File: src/rtl/mul40_pkg.sv
// Shared widths, partial-product line count and the 3:2 compressor majority
// function used by the multiplier datapath.
package mul40_pkg;

  localparam int OPW    = 40;
  localparam int PW     = 2 * OPW;
  localparam int NLINES = 40;

  function automatic logic [PW-1:0] maj3(input logic [PW-1:0] x,
                                         input logic [PW-1:0] y,
                                         input logic [PW-1:0] z);
    return (x & y) | (x & z) | (y & z);
  endfunction

endpackage

File: src/rtl/mul40_tree_sched_if.sv
// Request/response bundle for the shared 40x40 multiplier.
// Handshake: a transfer happens on a rising clk edge where valid && ready are
// both high; a producer holds valid and its payload until that edge.
interface mul40_tree_sched_if
  import mul40_pkg::*;
#(
  parameter int OPW = mul40_pkg::OPW,
  parameter int PW  = mul40_pkg::PW
);

  logic           req0_valid;
  logic           req0_ready;
  logic [OPW-1:0] req0_a;
  logic [OPW-1:0] req0_b;
  logic           req1_valid;
  logic           req1_ready;
  logic [OPW-1:0] req1_a;
  logic [OPW-1:0] req1_b;
  logic           resp_valid;
  logic           resp_ready;
  logic           resp_id;
  logic [PW-1:0]  resp_p;
  logic [15:0]    done_cnt;

  modport master (
    output req0_valid, req0_a, req0_b, req1_valid, req1_a, req1_b, resp_ready,
    input  req0_ready, req1_ready, resp_valid, resp_id, resp_p, done_cnt
  );

  modport slave (
    input  req0_valid, req0_a, req0_b, req1_valid, req1_a, req1_b, resp_ready,
    output req0_ready, req1_ready, resp_valid, resp_id, resp_p, done_cnt
  );

endinterface

File: src/rtl/csa_tree_40x80.sv
// Combinational carry-save reduction of the 40 shifted partial products of
// i_a*i_b into a sum/carry pair whose modular sum is the product.
module csa_tree_40x80
  import mul40_pkg::*;
(
  input  logic [OPW-1:0] i_a,
  input  logic [OPW-1:0] i_b,
  output logic [PW-1:0]  o_sum,
  output logic [PW-1:0]  o_carry
);

  logic [PW-1:0] w_sum;
  logic [PW-1:0] w_carry;
  logic [PW-1:0] w_line;
  logic [PW-1:0] w_nsum;

  always_comb begin
    w_sum   = '0;
    w_carry = '0;
    w_line  = '0;
    w_nsum  = '0;
    for (int i = 0; i < NLINES; i++) begin
      w_line  = i_b[i] ? ({{(PW-OPW){1'b0}}, i_a} << i) : '0;
      w_nsum  = w_sum ^ w_carry ^ w_line;
      // The carry out of bit PW-1 falls off: everything is mod 2^PW.
      w_carry = maj3(w_sum, w_carry, w_line) << 1;
      w_sum   = w_nsum;
    end
  end

  assign o_sum   = w_sum;
  assign o_carry = w_carry;

endmodule

File: src/rtl/mul40_tree_sched.sv
// Two requesters share one CSA tree through a round-robin arbiter; a 2-stage
// pipeline (tree result, then final add) delivers products with backpressure.
module mul40_tree_sched
  import mul40_pkg::*;
#(
  parameter int OPW = mul40_pkg::OPW,
  parameter int PW  = mul40_pkg::PW
)
(
  input  logic               clk,
  input  logic               rst_n,
  mul40_tree_sched_if.slave  bus
);

  logic           r_s1_valid;
  logic           r_s1_id;
  logic [PW-1:0]  r_s1_sum;
  logic [PW-1:0]  r_s1_carry;
  logic           r_s2_valid;
  logic           r_s2_id;
  logic [PW-1:0]  r_s2_p;
  logic [15:0]    r_done;
  logic           r_last;

  logic           w_stall;
  logic           w_grant0;
  logic           w_grant1;
  logic           w_accept_ok;
  logic           w_take;
  logic           w_id;
  logic [OPW-1:0] w_a;
  logic [OPW-1:0] w_b;
  logic [PW-1:0]  w_sum;
  logic [PW-1:0]  w_carry;

  // When S2 is not stalled, S1 is either empty or moving on, so it can load.
  assign w_stall     = r_s2_valid & ~bus.resp_ready;
  assign w_accept_ok = rst_n & ~w_stall;

  // r_last holds the id of the most recent grant; a tie goes to the other one.
  assign w_grant0 = bus.req0_valid & (~bus.req1_valid | r_last);
  assign w_grant1 = bus.req1_valid & ~w_grant0;

  assign bus.req0_ready = w_accept_ok & w_grant0;
  assign bus.req1_ready = w_accept_ok & w_grant1;

  assign w_take = bus.req0_ready | bus.req1_ready;
  assign w_id   = bus.req1_ready;
  assign w_a    = w_id ? bus.req1_a : bus.req0_a;
  assign w_b    = w_id ? bus.req1_b : bus.req0_b;

  csa_tree_40x80 u_tree (
    .i_a     (w_a),
    .i_b     (w_b),
    .o_sum   (w_sum),
    .o_carry (w_carry)
  );

  always_ff @(posedge clk or negedge rst_n) begin
    if (!rst_n) begin
      r_s1_valid <= 1'b0;
      r_s1_id    <= 1'b0;
      r_s1_sum   <= '0;
      r_s1_carry <= '0;
      r_s2_valid <= 1'b0;
      r_s2_id    <= 1'b0;
      r_s2_p     <= '0;
      r_done     <= '0;
      r_last     <= 1'b1;
    end else begin
      if (r_s2_valid && bus.resp_ready) begin
        r_done <= r_done + 16'd1;
      end
      if (w_take) begin
        r_last <= w_id;
      end
      if (!w_stall) begin
        r_s1_valid <= w_take;
        if (w_take) begin
          r_s1_id    <= w_id;
          r_s1_sum   <= w_sum;
          r_s1_carry <= w_carry;
        end
        r_s2_valid <= r_s1_valid;
        if (r_s1_valid) begin
          r_s2_id <= r_s1_id;
          r_s2_p  <= r_s1_sum + r_s1_carry;
        end
      end
    end
  end

  assign bus.resp_valid = r_s2_valid;
  assign bus.resp_id    = r_s2_id;
  assign bus.resp_p     = r_s2_p;
  assign bus.done_cnt   = r_done;

endmodule

File: src/flat_wrapper.sv
// flat-port wrapper written by rule: the top's interface ports become plain ports
module mul40_tree_sched_flat import mul40_pkg::*;
#(
  parameter int OPW = mul40_pkg::OPW,
  parameter int PW  = mul40_pkg::PW
)
  (clk, rst_n, bus_req0_valid, bus_req0_a, bus_req0_b, bus_req1_valid, bus_req1_a, bus_req1_b, bus_resp_ready, bus_req0_ready, bus_req1_ready, bus_resp_valid, bus_resp_id, bus_resp_p, bus_done_cnt);
  mul40_tree_sched_if #(.OPW(OPW), .PW(PW)) bus_i ();
  input  logic clk;
  input  logic rst_n;
  input wire logic [$bits(bus_i.req0_valid)-1:0] bus_req0_valid;
  input wire logic [$bits(bus_i.req0_a)-1:0] bus_req0_a;
  input wire logic [$bits(bus_i.req0_b)-1:0] bus_req0_b;
  input wire logic [$bits(bus_i.req1_valid)-1:0] bus_req1_valid;
  input wire logic [$bits(bus_i.req1_a)-1:0] bus_req1_a;
  input wire logic [$bits(bus_i.req1_b)-1:0] bus_req1_b;
  input wire logic [$bits(bus_i.resp_ready)-1:0] bus_resp_ready;
  output wire logic [$bits(bus_i.req0_ready)-1:0] bus_req0_ready;
  output wire logic [$bits(bus_i.req1_ready)-1:0] bus_req1_ready;
  output wire logic [$bits(bus_i.resp_valid)-1:0] bus_resp_valid;
  output wire logic [$bits(bus_i.resp_id)-1:0] bus_resp_id;
  output wire logic [$bits(bus_i.resp_p)-1:0] bus_resp_p;
  output wire logic [$bits(bus_i.done_cnt)-1:0] bus_done_cnt;
  assign bus_i.req0_valid = bus_req0_valid;
  assign bus_i.req0_a = bus_req0_a;
  assign bus_i.req0_b = bus_req0_b;
  assign bus_i.req1_valid = bus_req1_valid;
  assign bus_i.req1_a = bus_req1_a;
  assign bus_i.req1_b = bus_req1_b;
  assign bus_i.resp_ready = bus_resp_ready;
  assign bus_req0_ready = bus_i.req0_ready;
  assign bus_req1_ready = bus_i.req1_ready;
  assign bus_resp_valid = bus_i.resp_valid;
  assign bus_resp_id = bus_i.resp_id;
  assign bus_resp_p = bus_i.resp_p;
  assign bus_done_cnt = bus_i.done_cnt;
  mul40_tree_sched #(.OPW(OPW), .PW(PW)) u_core (.clk(clk), .rst_n(rst_n), .bus(bus_i));
endmodule
File: config.mk
export PLATFORM = sky130hd
export DESIGN_NAME = mul40_tree_sched_flat
export DESIGN_NICKNAME = d
export VERILOG_FILES = /design/src/rtl/mul40_pkg.sv /design/src/rtl/mul40_tree_sched_if.sv /design/src/rtl/csa_tree_40x80.sv /design/src/rtl/mul40_tree_sched.sv /design/src/flat_wrapper.sv
export SDC_FILE = /design/constraint.sdc
export NUM_CORES = 2
export LEC_CHECK = 0
export CELL_PAD_IN_SITES_DETAIL_PLACEMENT = 0
export CELL_PAD_IN_SITES_GLOBAL_PLACEMENT = 2
export CORE_MARGIN = 10
export CORE_UTILIZATION = 42
export DETAILED_ROUTE_END_ITERATION = 10
export PLACE_DENSITY = 0.86
export SETUP_SLACK_MARGIN = 0.2
export SYNTH_ARGS = -nofsm -noshare
export SYNTH_HDL_FRONTEND = slang
export SYNTH_SLANG_ARGS = --single-unit
File: constraint.sdc
create_clock -name clk -period 26 [get_ports clk]
set_input_delay 3.9 -clock clk [delete_from_list [all_inputs] [get_ports clk]]
set_output_delay 3.9 -clock clk [all_outputs]
set_load 0.01 [all_outputs]
### Word-level counts from Yosys, hierarchy flattened

Cells that the tools add are included.

| word-level totals | value |
|---|---|
| word-level logic and storage cells | 336 |
| output and inout bits | 100 |
| flip-flop bits (word level) | 260 |
| input bits | 165 |

| cells by class | value |
|---|---|
| add/subtract/negate cells | 2 |
| multiplexer cells | 42 |
| reductions and logical operators | 3 |
| bitwise logic cells | 280 |

Operators with widths:

| cell | count |
|---|---|
| 79-bit bitwise AND | 20 |
| 79-bit bitwise OR | 16 |
| 80-bit bitwise XOR | 10 |
| 79-bit by 72-bit bitwise AND with 79-bit output | 2 |
| 79-bit by 73-bit bitwise AND with 79-bit output | 2 |
| 79-bit by 71-bit bitwise OR with 79-bit output | 2 |
| 70-bit by 71-bit bitwise AND with 71-bit output | 2 |
| 69-bit by 70-bit bitwise AND with 70-bit output | 2 |
| 70-bit bitwise OR | 2 |
| 68-bit by 69-bit bitwise AND with 69-bit output | 2 |
| 69-bit bitwise OR | 2 |
| 67-bit by 68-bit bitwise AND with 68-bit output | 2 |
| 68-bit bitwise OR | 2 |
| 66-bit by 67-bit bitwise AND with 67-bit output | 2 |
| 67-bit bitwise OR | 2 |
| 65-bit by 66-bit bitwise AND with 66-bit output | 2 |
| 66-bit bitwise OR | 2 |
| 64-bit by 65-bit bitwise AND with 65-bit output | 2 |
| 65-bit bitwise OR | 2 |
| 63-bit by 64-bit bitwise AND with 64-bit output | 2 |
| 64-bit bitwise OR | 2 |
| 62-bit by 63-bit bitwise AND with 63-bit output | 2 |
| 63-bit bitwise OR | 2 |
| 61-bit by 62-bit bitwise AND with 62-bit output | 2 |
| 186 further kinds | 239 |

### Logic depth before layout (Yosys ltp)

| logic depth | value |
|---|---|
| depth after elaboration | 123 |
| mapped depth | 53 |
| gate-level depth less buffers | 51 |

### Cells and area by module

A second synthesis with hierarchy kept.

| second synthesis, totals | value |
|---|---|
| cells, all modules | 5489 |
| area, all modules | 56487.9 um2 |

Modules (own cells, without submodules):

| module | seq. area each (um2) | area each (um2) | instances | cells an instance |
|---|---|---|---|---|
| csa_tree_40x80 | 0.0 | 41121.9 | 1 | 3815 |
| mul40_tree_sched | 6532.5 | 15366.0 | 1 | 1674 |

### Worst setup path after synthesis

OpenSTA, ideal clock, no wires.

| timing | value |
|---|---|
| path type | input to register |
| start | input bus_resp_ready |
| end | register u_core.r_s1_sum[39] |
| arrival time | 23535 ps |
| path slack | 2340 ps |
| cell stages on the path | 52 |
| path buffers | 3 |
| setup time | 125 ps |
| required time | 25875 ps |
| cell sequence | nand2b_1 and3_1 nand2_1 buf_4 buf_4 buf_4 mux2i_1 nor2_1 ha_1 inv_1 fa_1 fa_1 inv_1 fa_1 fa_1 fa_1 fa_1 fa_1 (+16 left out) fa_1 fa_1 fa_1 fa_1 fa_1 fa_1 fa_1 fa_1 fa_1 fa_1 fa_1 fa_1 inv_1 fa_1 fa_1 inv_1 fa_1 mux2_2 |

| on the way | value |
|---|---|
| cells in the longest elaborated chain, start to end | 121 |
| elaborated cells on any way between the ends | 313 |
| those cells by class | mux (42); bitwise (270); reduce/logical (1) |

RTL lines:

| what | RTL line | text |
|---|---|---|
| start: declaration | flat_wrapper.sv:17 | `input wire logic [$bits(bus_i.resp_ready)-1:0] bus_resp_ready;` |
| 1-bit inverter * | mul40_tree_sched.sv:37 | `assign w_stall = r_s2_valid & ~bus.resp_ready;` |
| 1-bit bitwise AND * | mul40_tree_sched.sv:37 |  |
| 1-bit inverter * | mul40_tree_sched.sv:38 | `assign w_accept_ok = rst_n & ~w_stall;` |
| 1-bit bitwise AND * | mul40_tree_sched.sv:38 |  |
| 1-bit bitwise AND * | mul40_tree_sched.sv:45 | `assign bus.req1_ready = w_accept_ok & w_grant1;` |
| 40-bit 2-to-1 mux (on tied branches) | mul40_tree_sched.sv:49, mul40_tree_sched.sv:50 |  |
| 40-bit 2-to-1 mux / 41-bit 2-to-1 mux (equally long branches) | csa_tree_40x80.sv:23 | `w_line = i_b[i] ? ({{(PW-OPW){1'b0}}, i_a} << i) : '0;` |
| 40-bit by 41-bit bitwise XOR with 41-bit output / 40-bit by 41-bit bitwise AND with 41-bit output (equally long branches) | csa_tree_40x80.sv:24, mul40_pkg.sv:12 |  |
| (+103 left out) | -- |  |
| 79-bit bitwise OR (2 in a row) | mul40_pkg.sv:12 | `return (x & y) \| (x & z) \| (y & z);` |
| 79-bit bitwise AND | mul40_pkg.sv:12 |  |
| 79-bit bitwise OR (2 in a row) | mul40_pkg.sv:12 |  |
| 79-bit bitwise AND | mul40_pkg.sv:12 |  |
| 79-bit bitwise OR (2 in a row) | mul40_pkg.sv:12 |  |
| 80-bit bitwise XOR | csa_tree_40x80.sv:24 | `w_nsum = w_sum ^ w_carry ^ w_line;` |
| 80-bit bitwise XOR * | csa_tree_40x80.sv:24 |  |
| named net u_core.u_tree.o_sum[39] | csa_tree_40x80.sv:8 | `output logic [PW-1:0] o_sum,` |
| end signal: assignment | mul40_tree_sched.sv:81 | `r_s1_sum <= w_sum;` |
| end: declaration | mul40_tree_sched.sv:17 | `logic [PW-1:0] r_s1_sum;` |

Mark *: on every way through the listed nets, which the timed path passes. The rest lies on a longest branch.
A chain may end at the register's enable or synchronous reset.

### Worst setup path after layout

Same ends and word-level chain as after synthesis.

==> impl_metrics.py <==
metrics = {
    "cells_and_area": {
        "drive_gt1_share_pct": 6.06,
        "multi_input_area_sq_um": 42600,
        "fill_cells": 11600,
        "nets": 6806,
        "fin_cells": 6701,
        "seqCellArea_sq_um": 5480,
        "area_growth_pct": 10.9,
        "fin_area_sq_um": 55800,
    },
    "placement": {
        "portBuffers": 264,
        "place_hpwl_um": 114000,
        "postPlaceCellArea_sq_um": 54900,
        "gp_congestion": 0.878,
        "placed_cells": 6650,
    },
    "synthesis": {
        "seq_area_frac_synth_pct": 10.9,
        "synthTopCellsByArea": "fa_1 (59%), dfrtp_1 (11%), nand2_1 (10%)",
        "avgSynthCellArea_sq_um": 10.1,
        "async_reset_ff_share_pct": 100,
        "synth_ff_type": "dfrtp_1",
        "syn_area_sq_um": 50400,
        "syn_nets": 6715,
        "post_synth_most_frequent_cells": "fa_1 (1,483), nand2_1 (1,346), nor2_1 (738)",
        "synth_warnings": 0,
        "synth_cell_type_count": 62,
        "synth_area_leader_cell": "fa_1",
        "synth-seq-cells": 219,
        "yosys.area.top_type_share_pct": 58.9,
        "postSynthCellCount": 4988,
        "synth_edf_count": 0,
        "yosysMostFrequentCell": "fa_1",
    },
    "critical_path": {
        "reg2reg_slack_ns": 4.74,
        "crit_slowest_cell": "mux2i_1",
        "crit_required_ns": 26.48,
        "worstPathArrival_ns": 25.20,
        "r2r_start": "u_core.bus.resp_valid",
        "path_class": "input port to flop",
        "path_common_cell": "fa_1",
        "end_kind": "flop",
        "startpoint_type": "input port",
        "critPathLaunch": "bus_resp_ready",
        "path_max_fanout": 22,
        "crit_path_max_incr_delay_ns": 0.62,
    },
    "global_routing": {
        "first_global_vias": 38200,
        "grt_usage_pct": 20.1,
        "grt_first_pass_wirelength_um": 216000,
        "grt_start_max_net_pins": 162,
        "grt_remaining_overflow": 0,
        "antenna_found_initial": 9,
    },
    "drt": {
        "drc_errors": 0,
        "vias": 34600,
        "viasPerCell": 5.17,
        "ant_nets": 0,
        "first_iter_violations": 1950,
        "drt-wirelength-per-cell_um": 19.8,
        "routed_wl_um": 133000,
        "firstDrtPassIters": 6,
    },
    "clock_network": {
        "insertion_delay_ns": 0.60,
        "clk_path_buf_depth": 3,
        "cts_resized": 0,
        "cts_made_buffers": 27,
        "cts_root_buffer": "clkbuf_16",
        "clock-sinks": 219,
        "hold_buffers": 0,
        "cts_setup_buffers": 0,
        "path_clk_slew_ns": 0.06,
        "cts_tree": "yes",
        "htreeDepth": 1,
    },
    "timing": {
        "tightestPinTransition_ns": 1.23,
        "rsz0062_at_grt": "false",
        "setup-violations-final": 0,
        "max_freq_mhz": 40.5,
        "setup_tns_ns": 0,
        "finalHoldViolations": 0,
        "period_needed_ns": 24.72,
        "slew_viol_final": 0,
        "max_slew_margin_pct": 16.5,
        "min_period_over_period_pct": 95.1,
        "clock_skew_ns": 0.0466,
    },
    "floorplanning": {
        "die_h_um": 366,
        "die-area_sq_um": 134000,
        "core-area_sq_um": 119000,
        "die_x_um": 366,
        "io_pins": 265,
        "placement_rows": 126,
        "initial_core_util_pct": 42.5,
    },
    "worst_hold_path": {
        "min_from": "u_core.r_s1_sum[8]",
        "min_path_type": "flop to flop",
    },
    "outcome": {
        "outcome": "complete, no violations",
    },
    "job": {
        "max-cap-violations": 0,
    },
}
-- path summary, 6_finish.rpt --
kind,to,depth (start not counted)
hold reg to reg,u_core.bus.resp_p[8],2
setup reg to reg,u_core.r_s1_sum[39],50
max in group asynchronous,u_core.r_s1_carry[50],3
min in group asynchronous,u_core.bus.done_cnt[7],1
setup / recovery,u_core.r_s1_sum[39],51
hold / removal,u_core.bus.resp_p[8],2
-- cell usage in the layout (no fill, tap or decap), types with 4 or more instances in the layout --
master / n
xnor2_1: 28
o21a_1: 5
o21ai_0: 88
nor2_1: 738
mux2i_1: 31
ha_1: 79
nor2b_1: 8
nand4_1: 10
o21ai_1: 4
buf_4: 120
dfrtp_1: 218
bufinv_16: 4
nand3_1: 31
inv_1: 309
fa_1: 1483
clkbuf_16: 27
mux2_2: 78
clkinvlp_4: 4
a21oi_1: 51
and2_1: 8
nand2b_1: 7
a21o_1: 10
clkinv_2: 8
xor2_1: 14
and3_1: 10
o21bai_1: 10
mux2i_2: 16
nand2_1: 1344
nor3_1: 6
mux2i_4: 26
clkdlybuf4s50_1: 263
-- sequential cells by signal, indices dropped and copies added (netlist names) --
register	flops
u_core.bus.done_cnt	16
u_core.bus.resp_p	80
u_core.r_s1_valid	1
u_core.r_s1_sum	79
u_core.bus.resp_id	1
u_core.r_last	1
u_core.r_s1_id	1
u_core.r_s1_carry	39
u_core.bus.resp_valid	1
-- cells by family (layout without fill, tap and decap cells) --
family / after synthesis / count (layout) / share of synthesized area (%)
compound gates: 202 / 202 / 2.38
xor+xnor: 42 / 42 / 0.730
fa+ha+maj: 1562 / 1562 / 60.9
buf+inv: 635 / 746 / 5.25
flops: 219 / 219 / 10.9
mux: 151 / 151 / 3.21
other cells: 0 / 2 / 0
simple gates: 2177 / 2177 / 16.6
-- layer usage --
metal  share of wire [%]  routed length [um]  GRT usage (%)
met3                 4.8                6420           3.04
met1                  42               55200           26.1
met2                  51               67300           35.2
met5               0.014                  19              0
met4                 2.9                3800           5.07
-- stage by stage --
step           setup WS [ns]  utilization (%)  hold slack (ns)
6_report                1.28             47.1            0.468
5_1_grt                0.668             47.1            0.489
4_1_cts                 1.32             47.1            0.470
3_5_place_dp           0.632             46.3            0.455
3_3_place_gp           0.767             46.3            0.449
2_1_floorplan           2.34                -            0.433
-- worst max-delay path, delay by kind of cell --
| kind | cells | cell delay, ns |
|---|---|---|
| adder cells (fa/ha/maj) | 39 | 18.27 |
| multiplexers | 2 | 0.88 |
| buffers and inverters | 6 | 1.00 |
| AND/OR/NAND/NOR | 4 | 1.05 |
-- cell type report --
cell class              instances  area share [%]
clock buffers                  31            1.27
inverters                     310            2.09
clock inverters                18           0.403
well taps                    1600            3.58
multi-input cells            4134            76.4
repair buffers                387            6.46
diodes                          2         0.00896
flip-flops and latches        219            9.82
Power is left out: the tool's default activity adds up to more than one toggle a clock period on the data nets, which glitch-free logic cannot reach.
